File: src/rtl/binary_op_pipe.sv
// Two-stage pipelined two-operand integer operator with valid/ready flow control.
// Stage 1 holds extended operands and opcode; stage 2 holds the registered result.
module binary_op_pipe #(
    parameter int WIDTH     = 4,
    parameter int CNT_WIDTH = 16
) (
    input  logic                 clk,
    input  logic                 rst_n,
    input  logic                 in_valid,
    output logic                 in_ready,
    input  logic [3:0]           in_op,
    input  logic                 in_signed,
    input  logic [WIDTH-1:0]     in_a,
    input  logic [WIDTH-1:0]     in_b,
    output logic                 out_valid,
    input  logic                 out_ready,
    output logic [WIDTH:0]       out_result,
    output logic                 out_err,
    output logic [CNT_WIDTH-1:0] op_count
);

    localparam int EW = WIDTH + 1;
    localparam logic [EW-1:0] EW_V = EW'(EW);

    localparam logic [3:0] OP_AND = 4'd0;
    localparam logic [3:0] OP_OR  = 4'd1;
    localparam logic [3:0] OP_XOR = 4'd2;
    localparam logic [3:0] OP_ADD = 4'd3;
    localparam logic [3:0] OP_SUB = 4'd4;
    localparam logic [3:0] OP_LT  = 4'd5;
    localparam logic [3:0] OP_LE  = 4'd6;
    localparam logic [3:0] OP_EQ  = 4'd7;
    localparam logic [3:0] OP_NE  = 4'd8;
    localparam logic [3:0] OP_GT  = 4'd9;
    localparam logic [3:0] OP_GE  = 4'd10;
    localparam logic [3:0] OP_SHL = 4'd11;
    localparam logic [3:0] OP_SHR = 4'd12;

    logic                 s1_valid_q, s1_valid_d;
    logic [3:0]           s1_op_q, s1_op_d;
    logic                 s1_signed_q, s1_signed_d;
    logic [EW-1:0]        s1_a_q, s1_a_d;
    logic [EW-1:0]        s1_b_q, s1_b_d;
    logic                 s2_valid_q, s2_valid_d;
    logic [EW-1:0]        s2_result_q, s2_result_d;
    logic                 s2_err_q, s2_err_d;
    logic [CNT_WIDTH-1:0] cnt_q, cnt_d;

    logic                 s2_load;
    logic                 accept;
    logic [WIDTH-1:0]     sh;
    logic                 sh_big;
    logic                 a_neg;
    logic                 lt_c;
    logic                 eq_c;
    logic [EW-1:0]        result_c;
    logic                 err_c;

    assign s2_load  = !s2_valid_q | out_ready;
    assign in_ready = !s1_valid_q | !s2_valid_q | out_ready;
    assign accept   = in_valid & in_ready;

    assign out_valid  = s2_valid_q;
    assign out_result = s2_result_q;
    assign out_err    = s2_err_q;
    assign op_count   = cnt_q;

    // Shift amount is the raw, unsigned B operand.
    assign sh     = s1_b_q[WIDTH-1:0];
    assign sh_big = ({1'b0, sh} >= EW_V);
    assign a_neg  = s1_signed_q & s1_a_q[EW-1];
    assign eq_c   = (s1_a_q == s1_b_q);

    always_comb begin
        lt_c = 1'b0;
        if (s1_signed_q) begin
            lt_c = ($signed(s1_a_q) < $signed(s1_b_q));
        end else begin
            lt_c = (s1_a_q < s1_b_q);
        end
    end

    always_comb begin
        result_c = '0;
        err_c    = 1'b0;
        case (s1_op_q)
            OP_AND: result_c = s1_a_q & s1_b_q;
            OP_OR:  result_c = s1_a_q | s1_b_q;
            OP_XOR: result_c = s1_a_q ^ s1_b_q;
            OP_ADD: result_c = s1_a_q + s1_b_q;
            OP_SUB: result_c = s1_a_q - s1_b_q;
            OP_LT:  result_c = EW'(lt_c);
            OP_LE:  result_c = EW'(lt_c | eq_c);
            OP_EQ:  result_c = EW'(eq_c);
            OP_NE:  result_c = EW'(!eq_c);
            OP_GT:  result_c = EW'(!(lt_c | eq_c));
            OP_GE:  result_c = EW'(!lt_c);
            OP_SHL: result_c = sh_big ? '0 : (s1_a_q << sh);
            OP_SHR: begin
                if (sh_big) begin
                    result_c = a_neg ? '1 : '0;
                end else if (s1_signed_q) begin
                    result_c = $signed(s1_a_q) >>> sh;
                end else begin
                    result_c = s1_a_q >> sh;
                end
            end
            default: err_c = 1'b1;
        endcase
    end

    always_comb begin
        s1_valid_d  = s1_valid_q;
        s1_op_d     = s1_op_q;
        s1_signed_d = s1_signed_q;
        s1_a_d      = s1_a_q;
        s1_b_d      = s1_b_q;
        s2_valid_d  = s2_valid_q;
        s2_result_d = s2_result_q;
        s2_err_d    = s2_err_q;
        cnt_d       = cnt_q;

        if (s2_load) begin
            s2_valid_d = s1_valid_q;
            if (s1_valid_q) begin
                s2_result_d = result_c;
                s2_err_d    = err_c;
            end
        end

        if (in_ready) begin
            s1_valid_d = in_valid;
            if (in_valid) begin
                s1_op_d     = in_op;
                s1_signed_d = in_signed;
                s1_a_d      = in_signed ? {in_a[WIDTH-1], in_a} : {1'b0, in_a};
                s1_b_d      = in_signed ? {in_b[WIDTH-1], in_b} : {1'b0, in_b};
            end
        end

        // Counter saturates at all-ones.
        if (accept && (cnt_q != '1)) begin
            cnt_d = cnt_q + CNT_WIDTH'(1);
        end
    end

    always_ff @(posedge clk or negedge rst_n) begin
        if (!rst_n) begin
            s1_valid_q  <= 1'b0;
            s1_op_q     <= '0;
            s1_signed_q <= 1'b0;
            s1_a_q      <= '0;
            s1_b_q      <= '0;
            s2_valid_q  <= 1'b0;
            s2_result_q <= '0;
            s2_err_q    <= 1'b0;
            cnt_q       <= '0;
        end else begin
            s1_valid_q  <= s1_valid_d;
            s1_op_q     <= s1_op_d;
            s1_signed_q <= s1_signed_d;
            s1_a_q      <= s1_a_d;
            s1_b_q      <= s1_b_d;
            s2_valid_q  <= s2_valid_d;
            s2_result_q <= s2_result_d;
            s2_err_q    <= s2_err_d;
            cnt_q       <= cnt_d;
        end
    end

endmodule

File: config.mk
export PLATFORM = sky130hd
export DESIGN_NAME = binary_op_pipe
export DESIGN_NICKNAME = d
export VERILOG_FILES = /design/src/rtl/binary_op_pipe.sv
export SDC_FILE = /design/constraint.sdc
export NUM_CORES = 1
export LEC_CHECK = 0
export CORE_MARGIN = 2
export CORE_UTILIZATION = 54
export CTS_BUF_LIST = sky130_fd_sc_hd__clkbuf_16
export DETAILED_ROUTE_END_ITERATION = 8
export GPL_TIMING_DRIVEN = 0
export HOLD_SLACK_MARGIN = 0.03
export PLACE_DENSITY = 0.8
export SLEW_MARGIN = 30
export SYNTH_ARGS = -nofsm -noshare
export SYNTH_HDL_FRONTEND = slang
export SYNTH_SLANG_ARGS = --single-unit
File: constraint.sdc
create_clock -name clk -period 3.23 [get_ports clk]
set_input_delay 0.323 -clock clk [delete_from_list [all_inputs] [get_ports clk]]
set_output_delay 0.323 -clock clk [all_outputs]
set_load 0.05 [all_outputs]
==> run summary, run 1 <==
Clock transition at path regs: 60 ps
Hold WC Path Type: input pin to asynchronous set/reset pin
Routed via count: 2290
Kind of critical path: flop to flop
Clock sinks: 39
I/O pins: 41
Final Hold Viols: 0
Leading post-synthesis cells by cell area: dfrtp_1, ha_1, mux2_2, xnor2_1, nand2_1
Logic gate share of total power: 45.6%
FF-to-FF End: out_result[0]
Core area: 4750 um2
First-pass GRT wire length: 10400 um
Area leader, netlist: dfrtp_1
Sw Share: 42.2%
Gp weighted congestion: 0.999
Max-slew violations: 0
Num rows: 25
Antenna viol nets, final: 0
Drt via density: 5.71
Slew headroom: 49.2%
Grt ovf: 0
Worst Setup End Kind: flop
Power per standard cell area: 646 nW/um2
Switching pwr: 0.910 mW
Drt drc: 0
Unrepaired setup endpoints after global routing: no
Reg2reg setup slack: 410 ps
FF-to-FF path depth: 9
Number of buffers created by CTS: 5
Drt wl/cell: 15.9 um
# H-tree levels: 2
Setup Skew: 3.25 ps
Reg2Reg Launch Point: s1_b_q[1]
Starting Density: 56.6%
Die area: 5560 um2
DP Wirelength: 4790 um
Min Hold Slack: 450 ps
Post-synth EDFFs: 0
Seq/Total Area, Yosys: 36.3%
Postcts setup bufs: 0
Async S/R FF share, synth: 100%
Post-place setup slack: 472 ps
Req. time, crit path: 3400 ps
Clock Tree Buf Depth: 2
Setup TNS: 0 ps
Yosys synthesis warning count: 0
Crit Path Max Fanout: 10
Initial antenna violation count: 0
CTS tree: built
Syn Nets: 320
Largest net degree at the start of global routing: 30
Post-Synthesis Cells: 284
Startpoint Class: flop
Cell internal pwr: 1.25 mW
DRT iter0 DRCs: 131
Status: completed
Share of cells above drive strength 1: 10.5%
Worst skew pair latency: 280 ps
Total Routing Usage GR: 24.5%
Distinct cells, synth: 53
Die height: 74.6 um
Final worst slack: 406 ps
Synth Register Bits: 39
Period utilization: 87.4%
Synth-to-layout area growth: 24.2%
Final setup fails: 0
Sequential share of power: 32.4%
Synthesized area: 2690 um2
Leakage: 1.44 nW
Min Tclk post-route: 2820 ps
Max Clock Freq: 0.354 GHz
Most used DFF post-synth: dfrtp_1
Clk root buf: clkbuf_16
Mean Syn Cell Area: 9.48 um2
Maximum VDD drop: 0.000523 V
Final nets: 369
Yosys top cell area share: 36.3%
Die width: 74.6 um
DR pass1 iterations: 5
Vias in the first global route: 2134
Tightest Pin Transition: 751 ps
N_diodes: 0
Routed WL: 6390 um
Port Buffer Count: 40
Max_cap viols: 0
Clock Power Share: 22.0%
Worst Path Arrival: 2990 ps
## power groups by stage
stage | logic (mW) | registers [mW] | clock network [mW]
floorplan | 0.462 | 0.918 | 0
global placement | 0.959 | 0.705 | 0
detailed placement | 0.971 | 0.709 | 0
CTS | 0.979 | 0.700 | 0.487
global route | 1.06 | 0.717 | 0.511
finish | 0.984 | 0.700 | 0.474
## metrics by stage
stage | std cells | power (mW) | utilization (%) | area, um2
6_report | 401 | 2.16 | 70.3 | 3340
5_1_grt | 401 | 2.29 | 70.3 | 3340
4_1_cts | 401 | 2.17 | 70.3 | 3340
3_5_place_dp | 392 | 1.68 | 67.1 | 3190
3_3_place_gp | 391 | 1.66 | 66.8 | 3180
2_1_floorplan | 284 | 1.38 | - | 2690
## worst max-delay path: stages, from the launching register on
cell and delay (ps):
dfrtp_1 450, buf_2 260, inv_1 190, ha_1 380, or2_1 280, a221oi_2 290, nor3_1 100, nor4_1 330
o2111ai_1 170, o31a_1 260
## worst max path at each step
stage	slack [ps]	end	cells after the start	startpoint
floorplan	810	op_count[11]	7	out_valid
detailed placement	470	out_result[0]	9	s1_b_q[1]
finish	410	out_result[0]	9	s1_b_q[1]
global route	290	out_result[0]	9	s1_b_q[1]
CTS	450	out_result[0]	9	s1_b_q[1]
global placement	460	out_result[0]	9	s1_b_q[1]
## layer usage
| metal | vias up | share of wire (%) | GRT usage [%] |
|---|---|---|---|
| li1 | 1101 | - | - |
| met1 | 1091 | 46 | 35.8 |
| met2 | 89 | 46 | 37.0 |
| met3 | 9 | 7.0 | 4.74 |
| met4 | 0 | 1.2 | 7.54 |
| met5 | - | 0 | 0 |
## logic make-up after synthesis
logic type / share of synthesized area [%]
simple gates: 18.8
compound gates: 13.4
flops: 36.3
buf+inv: 4.70
mux: 10.9
xor+xnor: 6.51
fa+ha+maj: 9.39
## placed cells by master, fill, tap and decap left out, types with 2 or more instances in the layout
master and n:
nand4_1 3, nand2_1 32, mux2_2 15, clkdlybuf4s50_1 39, clkbuf_16 5, o22ai_1 5
buf_2 3, nor2_1 17, nand2b_1 6, nand3_1 11, a41o_1 2, inv_1 20
nor4_1 4, mux2i_1 8, o211ai_1 6, xor2_1 6, dfrtp_1 39, and3b_1 2
ha_1 17, clkbuf_1 9, a21oi_1 7, xnor2_1 14, a221oi_1 3, or3_1 2
and3_1 4, mux4_2 2, o21ai_1 2, o21ai_0 12, a22o_1 2, fa_1 2
nor3_1 7
## timing repair
action | in CTS | in global routing
gates resized for setup | 0 | 0
hold buffers | 1 | 0
hold endpoints to repair | 10 | 0
## area by class of cell
type	count	area, um2
plain buffers	12	55.1
clock buffers	5	125
clock inverters	3	16.3
fillers	391	1410
inverters	19	71.3
multi-input cells	214	1590
flip-flops and latches	39	976
well taps	67	83.8
repair buffers	42	425
## sequential cells by signal (all words and copies together), names as in the netlist
| signal | flops |
|---|---|
| s1_signed_q | 1 |
| s1_valid_q | 1 |
| s1_b_q | 5 |
| op_count | 16 |
| out_err | 1 |
| out_result | 5 |
| s1_a_q | 5 |
| s1_op_q | 4 |
| out_valid | 1 |
## Yosys cell counts (2+ instances only)
library cell / n
ha_1: 17
clkbuf_1: 9
mux4_2: 2
o21ai_0: 12
nand4_1: 3
nor2_1: 17
fa_1: 2
xnor2_1: 14
nor3_1: 7
nor4_1: 4
nand2b_1: 6
dfrtp_1: 39
mux2i_1: 8
and3_1: 4
mux2_2: 15
a22o_1: 2
and3b_1: 2
xor2_1: 6
buf_2: 2
or3_1: 2
o211ai_1: 6
o21ai_1: 2
inv_1: 19
a221oi_1: 3
nand2_1: 32
a21oi_1: 7
a41o_1: 2
nand3_1: 11
o22ai_1: 5
No activity file was read; power rests on OpenSTA's default activity.
==> inputs of run 2 (changes only) <==
--- a/config.mk
+++ b/config.mk
@@ -5,6 +5,7 @@
 export SDC_FILE = /design/constraint.sdc
 export NUM_CORES = 1
 export LEC_CHECK = 0
+export CAP_MARGIN = 20
 export CORE_MARGIN = 2
 export CORE_UTILIZATION = 54
 export CTS_BUF_LIST = sky130_fd_sc_hd__clkbuf_16
==> results of run 2 <==
Final layout, timing and power as in run 1 (identical DEF).
==> inputs of run 3 (changes only) <==
--- a/config.mk
+++ b/config.mk
@@ -11,7 +11,6 @@
 export CTS_BUF_LIST = sky130_fd_sc_hd__clkbuf_16
 export DETAILED_ROUTE_END_ITERATION = 8
 export GPL_TIMING_DRIVEN = 0
-export HOLD_SLACK_MARGIN = 0.03
 export PLACE_DENSITY = 0.8
 export SLEW_MARGIN = 30
 export SYNTH_ARGS = -nofsm -noshare
==> results of run 3 <==
Final layout, timing and power as in run 1 (identical DEF).
